### config.mk
export PLATFORM = sky130hd
export DESIGN_NAME = mlp_98_frame_feeder_flat
export DESIGN_NICKNAME = d
export VERILOG_FILES = /design/src/rtl/mlp_98_frame_feeder_if.sv /design/src/rtl/mlp_98_frame_feeder.sv /design/src/flat_wrapper.sv
export SDC_FILE = /design/constraint.sdc
export NUM_CORES = 1
export LEC_CHECK = 0
export BUFFER_PORTS_ARGS = -buffer_cell sky130_fd_sc_hd__buf_2
export CAP_MARGIN = 20
export CORE_MARGIN = 4
export CORE_UTILIZATION = 51
export DETAILED_ROUTE_END_ITERATION = 8
export HOLD_SLACK_MARGIN = 0.02
export PLACE_DENSITY_LB_ADDON = 0.25
export SLEW_MARGIN = 20
export SYNTH_ARGS = -nofsm -noshare
export SYNTH_HDL_FRONTEND = slang
export SYNTH_SLANG_ARGS = --single-unit
export TNS_END_PERCENT = 10
### constraint.sdc
create_clock -name clk -period 5.7 [get_ports clk]
set_input_delay 0 -clock clk [delete_from_list [all_inputs] [get_ports clk]]
set_output_delay 0 -clock clk [all_outputs]
set_load 0.02 [all_outputs]
### src/rtl/mlp_98_frame_feeder_if.sv
// Stream-side handshake bundle for the mlp_98 frame feeder: sample input and result output.
interface mlp_98_frame_feeder_if #(
   parameter int unsigned W_X = 4,
   parameter int unsigned W_Y = 23
) ();

   logic           s_valid;
   logic           s_ready;
   logic [W_X-1:0] s_mag;
   logic           s_pol;
   logic           s_last;

   logic           m_valid;
   logic           m_ready;
   logic [W_Y-1:0] m_data;

   // Producer of samples / consumer of results.
   modport master (
      output s_valid,
      output s_mag,
      output s_pol,
      output s_last,
      input  s_ready,
      input  m_valid,
      input  m_data,
      output m_ready
   );

   // The feeder itself.
   modport slave (
      input  s_valid,
      input  s_mag,
      input  s_pol,
      input  s_last,
      output s_ready,
      output m_valid,
      output m_data,
      input  m_ready
   );

endinterface

### src/rtl/mlp_98_frame_feeder.sv
// Packs a serial sign-magnitude sample stream into the mlp_98 input frame, holds it while the
// core settles, then captures the core result and offers it on a valid/ready output.
module mlp_98_frame_feeder #(
   parameter int unsigned N1      = 98,
   parameter int unsigned W_X     = 4,
   parameter int unsigned W_Y     = 23,
   parameter int unsigned LATENCY = 11
) (
   input  logic                     clk,
   input  logic                     rstn,
   mlp_98_frame_feeder_if.slave     bus,
   output logic [(N1/2)*W_X-1:0]    in_mag,
   output logic [N1/2-1:0]          in_pol,
   input  logic [W_Y-1:0]           mlp_out,
   output logic                     err
);

   localparam int unsigned NS = N1 / 2;
   localparam int unsigned CW = (NS > 1) ? $clog2(NS) : 1;
   localparam int unsigned WW = (LATENCY > 1) ? $clog2(LATENCY) : 1;

   typedef enum logic [1:0] {StFill, StWait, StOut} state_e;

   state_e              state_q, state_d;
   logic [CW-1:0]       count_q, count_d;
   logic [WW-1:0]       wait_q, wait_d;
   logic [NS*W_X-1:0]   mag_q, mag_d;
   logic [NS-1:0]       pol_q, pol_d;
   logic                m_valid_q, m_valid_d;
   logic [W_Y-1:0]      m_data_q, m_data_d;
   logic                err_q, err_d;

   logic                fill;
   logic                accept;
   logic                last_lane;

   assign fill      = (state_q == StFill);
   assign accept    = bus.s_valid && fill;
   assign last_lane = (count_q == CW'(NS - 1));

   always_comb begin
      state_d   = state_q;
      count_d   = count_q;
      wait_d    = wait_q;
      mag_d     = mag_q;
      pol_d     = pol_q;
      m_valid_d = m_valid_q;
      m_data_d  = m_data_q;
      err_d     = 1'b0;

      case (state_q)
         StFill: begin
            if (accept) begin
               mag_d[count_q*W_X +: W_X] = bus.s_mag;
               pol_d[count_q]            = bus.s_pol;
               if (last_lane) begin
                  // A full frame is always used; a missing s_last only raises err.
                  state_d = StWait;
                  count_d = '0;
                  wait_d  = WW'(LATENCY - 1);
                  err_d   = !bus.s_last;
               end else if (bus.s_last) begin
                  // Early termination: the partial frame is dropped, lanes are left as written.
                  count_d = '0;
                  err_d   = 1'b1;
               end else begin
                  count_d = count_q + 1'b1;
               end
            end
         end

         StWait: begin
            if (wait_q == '0) begin
               m_data_d  = mlp_out;
               m_valid_d = 1'b1;
               state_d   = StOut;
            end else begin
               wait_d = wait_q - 1'b1;
            end
         end

         StOut: begin
            if (m_valid_q && bus.m_ready) begin
               m_valid_d = 1'b0;
               state_d   = StFill;
            end
         end

         default: begin
            state_d = StFill;
         end
      endcase
   end

   always_ff @(posedge clk or negedge rstn) begin
      if (!rstn) begin
         state_q   <= StFill;
         count_q   <= '0;
         wait_q    <= '0;
         mag_q     <= '0;
         pol_q     <= '0;
         m_valid_q <= 1'b0;
         m_data_q  <= '0;
         err_q     <= 1'b0;
      end else begin
         state_q   <= state_d;
         count_q   <= count_d;
         wait_q    <= wait_d;
         mag_q     <= mag_d;
         pol_q     <= pol_d;
         m_valid_q <= m_valid_d;
         m_data_q  <= m_data_d;
         err_q     <= err_d;
      end
   end

   // s_ready is gated by rstn so it reads low for the whole reset interval.
   assign bus.s_ready = rstn && fill;
   assign bus.m_valid = m_valid_q;
   assign bus.m_data  = m_data_q;
   assign in_mag      = mag_q;
   assign in_pol      = pol_q;
   assign err         = err_q;

endmodule

### src/flat_wrapper.sv
// flat-port wrapper written by rule: the top's interface ports become plain ports
module mlp_98_frame_feeder_flat 
#(
   parameter int unsigned N1      = 98,
   parameter int unsigned W_X     = 4,
   parameter int unsigned W_Y     = 23,
   parameter int unsigned LATENCY = 11
)
  (clk, rstn, in_mag, in_pol, mlp_out, err, bus_s_valid, bus_s_mag, bus_s_pol, bus_s_last, bus_s_ready, bus_m_valid, bus_m_data, bus_m_ready);
  mlp_98_frame_feeder_if #(.W_X(W_X), .W_Y(W_Y)) bus_i ();
  input  logic clk;
  input  logic rstn;
  output logic [(N1/2)*W_X-1:0] in_mag;
  output logic [N1/2-1:0] in_pol;
  input  logic [W_Y-1:0] mlp_out;
  output logic err;
  input wire logic [$bits(bus_i.s_valid)-1:0] bus_s_valid;
  input wire logic [$bits(bus_i.s_mag)-1:0] bus_s_mag;
  input wire logic [$bits(bus_i.s_pol)-1:0] bus_s_pol;
  input wire logic [$bits(bus_i.s_last)-1:0] bus_s_last;
  output wire logic [$bits(bus_i.s_ready)-1:0] bus_s_ready;
  output wire logic [$bits(bus_i.m_valid)-1:0] bus_m_valid;
  output wire logic [$bits(bus_i.m_data)-1:0] bus_m_data;
  input wire logic [$bits(bus_i.m_ready)-1:0] bus_m_ready;
  assign bus_i.s_valid = bus_s_valid;
  assign bus_i.s_mag = bus_s_mag;
  assign bus_i.s_pol = bus_s_pol;
  assign bus_i.s_last = bus_s_last;
  assign bus_s_ready = bus_i.s_ready;
  assign bus_m_valid = bus_i.m_valid;
  assign bus_m_data = bus_i.m_data;
  assign bus_i.m_ready = bus_m_ready;
  mlp_98_frame_feeder #(.N1(N1), .W_X(W_X), .W_Y(W_Y), .LATENCY(LATENCY)) u_core (.clk(clk), .rstn(rstn), .bus(bus_i), .in_mag(in_mag), .in_pol(in_pol), .mlp_out(mlp_out), .err(err));
endmodule
; Word level (Yosys, flattened, before mapping)
; Index checks and enable logic that the tools add are counted.
[classes]
n_lt_le_gt_ge = 2
addsub = 3
shifts = 2
div = 0
n_mux = 22
n_reduce_logical = 14
n_mul = 0
bitwise_logic = 0
n_eq_ne = 8
[ops]
columns = cell, n
row1 = 196-bit bitwise mux, 1
row2 = 4-bit by 34-bit variable shift with 196-bit output (first input constant), 1
row3 = 4-bit by 34-bit indexed part select with 196-bit output, 1
row4 = 49-bit bitwise mux, 1
row5 = 8-bit negation with 34-bit output, 1
row6 = 4-bit 2-to-1 mux, 3
row7 = 6-bit 2-to-1 mux, 2
row8 = 2-bit 2-to-1 mux, 4
row9 = 4-bit one-hot mux with 2 select lines, 1
row10 = 4-bit AND reduction, 2
row11 = 6-bit by 7-bit less-than comparator with 1-bit output (second input constant), 1
row12 = 1-bit 2-to-1 mux, 7
row13 = 6-bit by 1-bit adder with 6-bit output (second input constant), 1
row14 = 1-bit demux with 6-bit select, 1
row15 = 6-bit equality test (second input constant), 1
row16 = 6-bit by 1-bit >= comparator with 1-bit output (second input constant), 1
row17 = 2-bit != test (second input constant), 3
row18 = 2-bit one-hot mux with 3 select lines, 1
row19 = 1-bit logical AND, 4
row20 = 4-bit logical NOT, 1
row21 = 2-bit by 1-bit != test with 1-bit output (second input constant), 2
row22 = 2-bit AND reduction, 2
row23 = 2-bit nonzero test, 2
row24 = 4-bit by 1-bit subtractor with 4-bit output (second input constant), 1
row25 = 6 further kinds, 6
[totals]
output_inout_bits = 271
ramBits = 0
latchBits = 0
mem_count = 0
romBits = 0
reg_bits = 282
in_bits = 33
wordCells = 59

; Depth between registers and ports, before layout
; Gate-level depths: netlist (run 1).
[logic_depth]
depth_word = 5
depth_mapped = 12
mapped_depth_nobuf = 8

; Worst setup path after synthesis (run 1)
; Ideal clock, no wire load.
[synth_path]
path_type = reg-to-reg
startpoint = register u_core.count_q[4]
endpoint = register u_core.mag_q[88], in the netlist u_core.in_mag[88]
setup_slack_ns = 2.522
arrival_time_ns = 3.054
setup_time_ns = 0.125
n_path_buf = 4
synth_period_minus_slack_ns = 3.178
t_required_ns = 5.575
stages_incl_launch_ff = 12
path_cell_list = dfrtp_1 -> buf_2 -> buf_1 -> clkbuf_1 -> nor2_1 -> ha_1 -> clkbuf_1 -> nand3_1 -> a211oi_1 -> o21ai_0 -> nor3_1 -> mux2_2
[synth_between]
elab_chain_cells = 3
elab_cells_between_ends = 4
cone_classes = add/sub: 1 / shift: 2 / mux: 1
[synth_rtl]
columns = item, line
row1 = "start, declared", mlp_98_frame_feeder.sv:25  ; logic [CW-1:0] count_q, count_d;
row2 = "start signal, assigned", mlp_98_frame_feeder.sv:107  ; count_q <= count_d;
row3 = 8-bit negation with 34-bit output (*), mlp_98_frame_feeder.sv:54  ; mag_d[count_q*W_X +: W_X] = bus.s_mag;
row4 = 4-bit by 34-bit indexed part select with 196-bit output or 4-bit by 34-bit variable shift with 196-bit output (tied branches), mlp_98_frame_feeder.sv:54
row5 = 196-bit bitwise mux (*), mlp_98_frame_feeder.sv:54
row6 = "end signal, assigned", mlp_98_frame_feeder.sv:109  ; mag_q <= mag_d;
row7 = "end, declared", mlp_98_frame_feeder.sv:27  ; logic [NS*W_X-1:0] mag_q, mag_d;
; Mark *: on every way between the ends. The rest lies on a longest branch, timed or not.
; A chain may end at the register's enable or synchronous reset.

; Worst setup path in the final report (run 1)
[layout_path]
startpoint = register u_core.count_q[0]
endpoint = register u_core.mag_q[11], in the netlist u_core.in_mag[11]
; The elaborated chain is that of the path after synthesis.

==> out/results.ini, run 1 <==
[run_status]
status = finished, final reports clean

[synth]
yosysMostFrequentCell = dfrtp_1
synth-seq-area-share_pct = 57.7
ys_async_sr_fraction_pct = 100
yosys_warnings = 0
syn-num-nets = 1026
synth.area.top_cells = dfrtp_1 (58%), mux2_2 (23%), nor2_1 (4.5%), nand2_1 (1.9%), nor3_1 (1.3%)
synth.top_cell.area_share_pct = 57.7
ys_ff_latch = 282
synth_area_um2 = 12200
synth_top_area_cell = dfrtp_1
syn_inst = 985
synth_cell_type_count = 57
synth_area_per_cell_um2 = 12.4
synth_edf_count = 0
synth_common_cells = dfrtp_1 (282), mux2_2 (254), nor2_1 (147)
synth_flop_cell = dfrtp_1

[sta]
hold_viol = 0
tns_ns = 0
relSlewSlack_pct = 34.5
setup_viol_count_final = 0
period_share_pct = 68.5
period_minus_slack_ns = 3.90
tightestPinTransition_ns = 0.976
max_freq_mhz = 256
finClkSkew_ns = 0.0103
drv_slew = 0
rsz0062_at_grt = no

[critical_path]
reg2reg_depth = 7
worst_ep_required_time_ns = 6.13
start_kind = register
reg2reg_slack_ns = 1.80
cp_max_fo = 23
worstSetupPathType = register to register
crit_arrival_ns = 4.33
end_kind = register

[detailed_routing]
wl_met2_mm = 15.8
dr.max_layer_used = met4
via_count = 9028
routedWlPerCell_um = 20.5
routed_wl_mm = 33.9
wl_met3_mm = 2.78
viasPerCell = 5.45
drc = 0
detail-route-antenna-nets = 0
wl_met1_mm = 14.6
drt_first_pass_iters = 5
drt_iter0_markers = 680

[placement]
place_congestion = 0.901
port_buffers = 303
hpwl_mm = 24.3
placedCellCount = 1571

[power]
total_leakage_power_nw = 8.12
p_per_area_nw_per_um2 = 320
irDropWorstVdd_v = 0.000312

[floorplan]
die_w_um = 163
ioPinCount = 304
die_area_um2 = 26500
initial_core_util_pct = 52.0
rows = 56
core_area_um2 = 23500
chipHeight_um = 163

[run]
cap_violations = 0

[clock_tree]
clk_pin_slew_ns = 0.06
cts_made_buffers = 30
cts_tree = yes
clock-sinks = 282
cts_hold_buf = 31
cts.path.max_buffers = 3
cts-root-buf = clkbuf_16
ctsResizeCount = 0
cts_setup_buffers = 0
htree_levels = 1
clk_latency_ns = 0.54

[global_route]
grt_max_degree = 161
grt_pass1_wl_mm = 52.8
grt_pass1_vias = 9324
gr-total-overflow = 0
grt_antenna_before_repair = 0
track_usage_pct = 24.9

[final_layout]
final_cells = 1656
nFillCells = 1874
seqCellArea_um2 = 7060
final_util_pct = 65.6
nets = 1356
diodes = 0
drive_above_1_share_pct = 47.0
areaGrowthSynthToFinish_pct = 26.2
multi_input_area_um2 = 4970

[worst_hold_path]
hold_class = input port to async pin

cells in the final DEF, fill, tap and decap left out, drive strengths merged, types with 3 or more instances in the layout:
cell	instances
and2	5
xnor2	4
clkinv	8
inv	13
dfrtp	282
bufinv	5
nand2b	8
nand3b	6
a31oi	4
buf	307
nand2	63
o41ai	11
or4	4
nor2	151
nor3	33
xor2	4
clkbuf	40
o31ai	6
mux2	255
a211oi	3
dlygate4sd3	31
o21ai	17
a21oi	5
nand3	17
ha	8
or3	5
and3	7
a21o	4
nor4	4
flip-flops by register name (all words and copies together) (netlist names):
register,cells
u_core.bus.m_data,23
u_core.bus.m_valid,1
u_core.count_q,6
u_core.err,1
u_core.in_mag,196
u_core.in_pol,49
u_core.state_q,2
u_core.wait_q,4
power by group:
part / internal (mW) / switching [mW] / leakage [nW]
registers: 2.06 / 0.0530 / 3.86
logic: 0.209 / 0.517 / 3.72
clock network: 1.30 / 0.794 / 0.543
total: 3.58 / 1.36 / 8.12
layout make-up:
cell class              count  share of cell area (%)
flip-flops and latches    282                    45.7
multi-input cells         651                    32.2
repair buffers            338                    12.2
clock buffers              40                    5.70
well taps                 319                    2.59
clock inverters            14                    1.31
inverters                  12                   0.292
cells by family after synthesis:
kind of cell,after synthesis,synth area share [%]
and+or+nand+nor,311,11.7
DFF,282,57.7
muxes,257,23.6
AOI/OAI and AO/OA,67,3.88
buffers and inverters,52,1.73
xor gates and xnor gates,8,0.573
adders and majority gates,8,0.818
critical path, cell delays in order (launching register included):
cell     delay (ns)
dfrtp_1        0.65
inv_2          0.27
ha_1           0.43
nor3b_2        0.61
xor2_1         0.29
or4_1          0.73
nor2_1         0.40
mux2_2         0.39
final timing paths:
check / to / start
hold reg to reg: u_core.in_mag[82]$_DFFE_PN0P_ / u_core.in_mag[82]$_DFFE_PN0P_
min in group clk: u_core.bus.m_data[16]$_DFFE_PN0P_ / mlp_out[16]
setup reg to reg: u_core.in_mag[11]$_DFFE_PN0P_ / u_core.count_q[0]$_DFFE_PN0P_
max in group asynchronous: u_core.in_mag[165]$_DFFE_PN0P_ / rstn
setup / recovery: u_core.in_mag[11]$_DFFE_PN0P_ / u_core.count_q[0]$_DFFE_PN0P_
hold / removal: u_core.bus.m_data[11]$_DFFE_PN0P_ / rstn
layer usage:
metal	track usage (%)	up-vias
met1	35.1	4531
met2	40.0	331
li1	-	4125
met3	6.25	41
met5	0	-
met4	4.80	0
per-stage QoR:
stage | setup WS, ns | power [mW] | hold WS (ns) | cell area (µm²)
final | 1.80 | 4.94 | 0.0369 | 15400
after global routing | 1.49 | 5.12 | 0.0939 | 15400
after CTS | 1.85 | 4.97 | 0.0475 | 15400
after detailed placement | 1.90 | 2.85 | 0.0268 | 14000
after global placement | 2.08 | 2.84 | 0.0275 | 14000
after floorplan | 2.52 | 2.59 | -0.296 | 12200
(Power assumes the default switching activity.)
==> run 2, diff against run 1 <==
--- a/config.mk
+++ b/config.mk
@@ -8,7 +8,7 @@
 export BUFFER_PORTS_ARGS = -buffer_cell sky130_fd_sc_hd__buf_2
 export CAP_MARGIN = 20
 export CORE_MARGIN = 4
-export CORE_UTILIZATION = 51
+export CORE_UTILIZATION = 48
 export DETAILED_ROUTE_END_ITERATION = 8
 export HOLD_SLACK_MARGIN = 0.02
 export PLACE_DENSITY_LB_ADDON = 0.25
==> constraint.sdc (replaced) <==
create_clock -name clk -period 3.45 [get_ports clk]
set_input_delay 0 -clock clk [delete_from_list [all_inputs] [get_ports clk]]
set_output_delay 0 -clock clk [all_outputs]
set_load 0.02 [all_outputs]
==> out/results.ini, run 2 (synthesis gave the netlist of run 1 again) <==
[placement]
placedCellCount = 1605
place_congestion = 0.948
port_buffers = 303
hpwl_mm = 25.2

[critical_path]
critPathBufInv = 0
crit_arrival_ns = 3.59
worstSetupPathType = register to register
worst_ep_required_time_ns = 3.88
cp_max_fo = 9
cp_slowest_stage_delay_ns = 0.58
cp_top_family = simple AND/OR/NAND/NOR gates
start_kind = register
end_kind = register
crit_chain = or4_4 > nor2_1 > ha_1 > nand3_1 > a211oi_1 > o21ai_0 > nor3_2 > mux2_2
cp_slowest_cell = or4_4

[clock_tree]
clk_pin_slew_ns = 0.06
cts_tree = yes
clock-sinks = 282
cts.path.max_buffers = 3
cts_made_buffers = 30
clk_latency_ns = 0.55
cts-root-buf = clkbuf_16
htree_levels = 1

[run]
cap_violations = 0

[sta]
whs_ns = 0.0451
hold_viol = 0
max_freq_mhz = 317
setup_viol_count_final = 0
relSlewSlack_pct = 40.7
finClkSkew_ns = 0.0108
period_share_pct = 91.5
period_minus_slack_ns = 3.16
rsz0062_at_grt = no
tns_ns = 0
tightestPinTransition_ns = 0.888
drv_slew = 0

[worst_hold_path]
hold_class = input port to async pin

[detailed_routing]
detail-route-antenna-nets = 0
drt_iter0_markers = 579
via_count = 9210
routedWlPerCell_um = 20.4
drc = 0
viasPerCell = 5.45
routed_wl_mm = 34.5
drt_first_pass_iters = 5

[final_layout]
nets = 1380
diodes = 0
final_cell_mix = buf_2 (302), dfrtp_1 (282), mux2_2 (254)
nFillCells = 2077
largest_register_ffs = 196
mostFrequentLayoutCell = buf_2
areaGrowthSynthToFinish_pct = 27.3
drive_above_1_share_pct = 47.2
final_cells = 1690

[power]
total_leakage_power_nw = 8.20
irDropWorstVdd_v = 0.000351
p_per_area_nw_per_um2 = 518

[run_status]
status = finished, final reports clean

[floorplan]
die_w_um = 168
chipHeight_um = 168
ioPinCount = 304
die_area_um2 = 28100
initial_core_util_pct = 48.7
core_area_um2 = 25100
rows = 58

[global_route]
track_usage_pct = 24.3
grt_antenna_before_repair = 0
grt_pass1_wl_mm = 54.8
grt_max_degree = 109
gr-total-overflow = 0
grt_pass1_vias = 9700

-- run 2: cell types whose count changed in the layout (fill, tap and decap cells not counted), moves of 2 or more --
cell,delta
clkinv_2,-6
clkbuf_1,+8
buf_4,+22
bufinv_16,-2
-- run 2: final timing paths --
kind	endpoint	cells after the start	slack, ns	from
min in group clk	u_core.in_pol[25]$_DFFE_PN0P_	2	0.22	bus_s_pol
max in group asynchronous	u_core.bus.m_data[0]$_DFFE_PN0P_	3	2.34	rstn
setup / recovery	u_core.in_mag[73]$_DFFE_PN0P_	8	0.29	u_core.count_q[1]$_DFFE_PN0P_
setup reg to reg	u_core.in_mag[73]$_DFFE_PN0P_	8	0.29	u_core.count_q[1]$_DFFE_PN0P_
hold reg to reg	u_core.in_mag[171]$_DFFE_PN0P_	1	0.48	u_core.in_mag[171]$_DFFE_PN0P_
hold / removal	u_core.in_mag[65]$_DFFE_PN0P_	2	0.05	rstn
-- run 2: stage by stage --
stage / worst slack, ns / cell area [µm²] / util, % / power (mW)
detailed placement: 0.278 / 14200 / 56.7 / 4.80
global route: 0.0155 / 15600 / 62.0 / 8.40
floorplan: 0.272 / 12200 / - / 4.28
finish: 0.294 / 15600 / 62.0 / 8.07
CTS: 0.302 / 15600 / 62.0 / 8.12
global placement: 0.402 / 14200 / 56.7 / 4.78
-- run 2: where the power goes --
part / total, mW / internal [mW] / switching (mW) / leakage, nW
clock network: 3.28 / 2.01 / 1.27 / 0.494
registers: 3.47 / 3.41 / 0.0642 / 3.86
logic: 1.31 / 0.420 / 0.893 / 3.84
total: 8.07 / 5.84 / 2.23 / 8.20
-- run 2: worst register-to-register path, stage by stage, from the launching register on --
cell and delay (ns):
dfrtp_1 0.41, or4_4 0.58, nor2_1 0.12, ha_1 0.29, nand3_1 0.17, a211oi_1 0.43
o21ai_0 0.27, nor3_2 0.38, mux2_2 0.39
-- run 2: routing by layer --
metal / up-vias / GRT usage, % / wire length (µm)
li1: 4178 / - / -
met1: 4626 / 32.8 / 14600
met2: 348 / 38.9 / 16000
met3: 58 / 7.22 / 3040
met4: 0 / 6.21 / 823
met5: - / 0 / 0
-- run 2: final cells by class --
type | instances | area, µm² | area share, %
Sequential cell | 282 | 7060 | 45.3
Tap cell | 330 | 413 | 2.65
Timing Repair Buffer | 362 | 2070 | 13.3
Inverter | 12 | 45.0 | 0.289
Clock buffer | 48 | 910 | 5.84
Multi-Input combinational cell | 651 | 4970 | 31.9
Clock inverter | 5 | 100 | 0.643
-- run 2: what timing repair did --
action	CTS	global route
endpoints found under the hold margin	137	0
endpoints found under the setup margin	0	4
buffers inserted	0	0
hold buffers	32	0
resized for setup	0	1
==> run 3, diff against run 2 <==
--- a/config.mk
+++ b/config.mk
@@ -5,7 +5,7 @@
 export SDC_FILE = /design/constraint.sdc
 export NUM_CORES = 1
 export LEC_CHECK = 0
-export BUFFER_PORTS_ARGS = -buffer_cell sky130_fd_sc_hd__buf_2
+export BUFFER_PORTS_ARGS = -buffer_cell sky130_fd_sc_hd__buf_4
 export CAP_MARGIN = 20
 export CORE_MARGIN = 4
 export CORE_UTILIZATION = 48
==> constraint.sdc (replaced) <==
create_clock -name clk -period 2.6 [get_ports clk]
set_input_delay 0 -clock clk [delete_from_list [all_inputs] [get_ports clk]]
set_output_delay 0 -clock clk [all_outputs]
set_load 0.02 [all_outputs]
==> out/results.ini, run 3 (synthesis gave the netlist of run 1 again) <==
[critical_path]
worstSetupPathType = register to register
cp_slowest_cell = or4_4
cp_top_family = simple AND/OR/NAND/NOR gates
crit_arrival_ns = 3.09
crit_chain = or4_4 > nor2_4 > ha_4 > nand3_4 > a211oi_4 > buf_4 > buf_6 > o211ai_1 > mux2_4
critPathBufInv = 2
end_kind = register
start_kind = register
cp_slowest_stage_delay_ns = 0.56
worst_ep_required_time_ns = 3.03
cp_max_fo = 4

[detailed_routing]
drt_first_pass_iters = 5
detail-route-antenna-nets = 0
drt_iter0_markers = 642
viasPerCell = 5.46
via_count = 9467
routedWlPerCell_um = 20.4
routed_wl_mm = 35.3
drc = 0

[placement]
port_buffers = 303
place_congestion = 0.897
dpl_cell_area_um2 = 15400
hpwl_mm = 25.7

[sta]
timing.final.ws_setup_ns = -0.0593
drv_slew = 0
relSlewSlack_pct = 56.4
whs_ns = 0.0522
rsz0062_at_grt = yes
period_share_pct = 102
period_minus_slack_ns = 2.66
tightestPinTransition_ns = 0.651
setup_viol_count_final = 7
finClkSkew_ns = 0.0122
max_freq_mhz = 376
hold_viol = 0

[power]
irDropWorstVdd_v = 0.000416
total_leakage_power_nw = 8.45
p_per_area_nw_per_um2 = 636

[clock_tree]
clock-sinks = 282
cts_tree = yes
clk_pin_slew_ns = 0.06
cts_made_buffers = 30
clk_latency_ns = 0.55
cts-root-buf = clkbuf_16
htree_levels = 1
cts.path.max_buffers = 3

[final_layout]
final_cell_area_um2 = 16800
largest_register_ffs = 196
nFillCells = 1883
nets = 1426
areaGrowthSynthToFinish_pct = 37.5
drive_above_1_share_pct = 51.0
final_cell_mix = buf_4 (370), dfrtp_1 (282), mux2_2 (246)
diodes = 0
mostFrequentLayoutCell = buf_4

[global_route]
met1_usage_pct = 33.0
track_usage_pct = 24.7
grt_max_degree = 93
gr-total-overflow = 0
use_met3_pct = 7.01
grt_antenna_before_repair = 0
grt-busiest-layer = met2
met2_usage_pct = 40.3
grt_pass1_vias = 9992
grt_pass1_wl_mm = 56.1

[run_status]
status = finished, violations left
failed_checks = setup timing

[floorplan]
die_area_um2 = 28100
rows = 58
core_area_um2 = 25100
initial_core_util_pct = 48.7
ioPinCount = 304
chipHeight_um = 168
die_w_um = 168

[worst_hold_path]
hold_class = input port to register

[run]
cap_violations = 0

[run 3: cell types whose count changed in the layout (fill, tap and decap cells not counted), moves of 4 or more]
cell      change
nand2_1       -6
nand2_2       +5
clkbuf_8      -4
mux2_2        -8
nor2_4       +10
buf_4       +345
mux2_4        +8
nor2_1       -11
buf_2       -302
[run 3: per-stage QoR]
step	power, mW	setup WS, ns	cells	utilization (%)	TNS, ns
after floorplan	5.73	-0.0559	985	-	-1.56
after global placement	6.57	-0.0474	1649	61.3	-1.30
after detailed placement	6.60	-0.142	1649	61.3	-4.73
after CTS	10.7	-0.0774	1731	66.3	-1.18
after global routing	11.1	-0.150	1733	67.0	-6.31
final	10.7	-0.0593	1733	67.0	-0.176
[run 3: report_power, final]
| group | internal [mW] | switching (mW) | total (mW) |
|---|---|---|---|
| clock network | 2.35 | 1.66 | 4.01 |
| logic | 0.801 | 1.28 | 2.08 |
| registers | 4.52 | 0.0855 | 4.61 |
| total | 7.68 | 3.03 | 10.7 |
[run 3: worst paths after layout]
kind / from / to / slack [ns] / depth (start not counted)
max: u_core.count_q[2]$_DFFE_PN0P_ / u_core.in_mag[96]$_DFFE_PN0P_ / -0.06 / 9
min: bus_s_pol / u_core.in_pol[41]$_DFFE_PN0P_ / 0.05 / 2
max reg2reg: u_core.count_q[2]$_DFFE_PN0P_ / u_core.in_mag[96]$_DFFE_PN0P_ / -0.06 / 9
min reg2reg: u_core.in_mag[83]$_DFFE_PN0P_ / u_core.in_mag[83]$_DFFE_PN0P_ / 0.48 / 2
max in group asynchronous: rstn / u_core.in_mag[45]$_DFFE_PN0P_ / 1.94 / 3
min in group asynchronous: rstn / u_core.in_mag[151]$_DFFE_PN0P_ / 0.11 / 3
[run 3: area by class of cell]
cell class | count | area (µm²) | share of cell area, %
clock buffers | 47 | 866 | 5.15
well taps | 330 | 413 | 2.45
inverters | 12 | 45.0 | 0.268
flip-flops and latches | 282 | 7060 | 42.0
multi-input cells | 651 | 5200 | 30.9
repair buffers | 408 | 3200 | 19.0
clock inverters | 3 | 40.0 | 0.238
[run 3: routing by layer]
metal	routed length [µm]	vias up
met2	16600	379
li1	-	4282
met3	3040	56
met1	14900	4750
met4	756	0
met5	0	-
[run 3: repair_timing]
action,in CTS,in global routing
cloned,0,0
gates resized for setup,6,34
buffers inserted,0,2
pin swaps,5,11
hold endpoints to repair,339,0
setup endpoints to repair,128,186
hold buffers,32,0
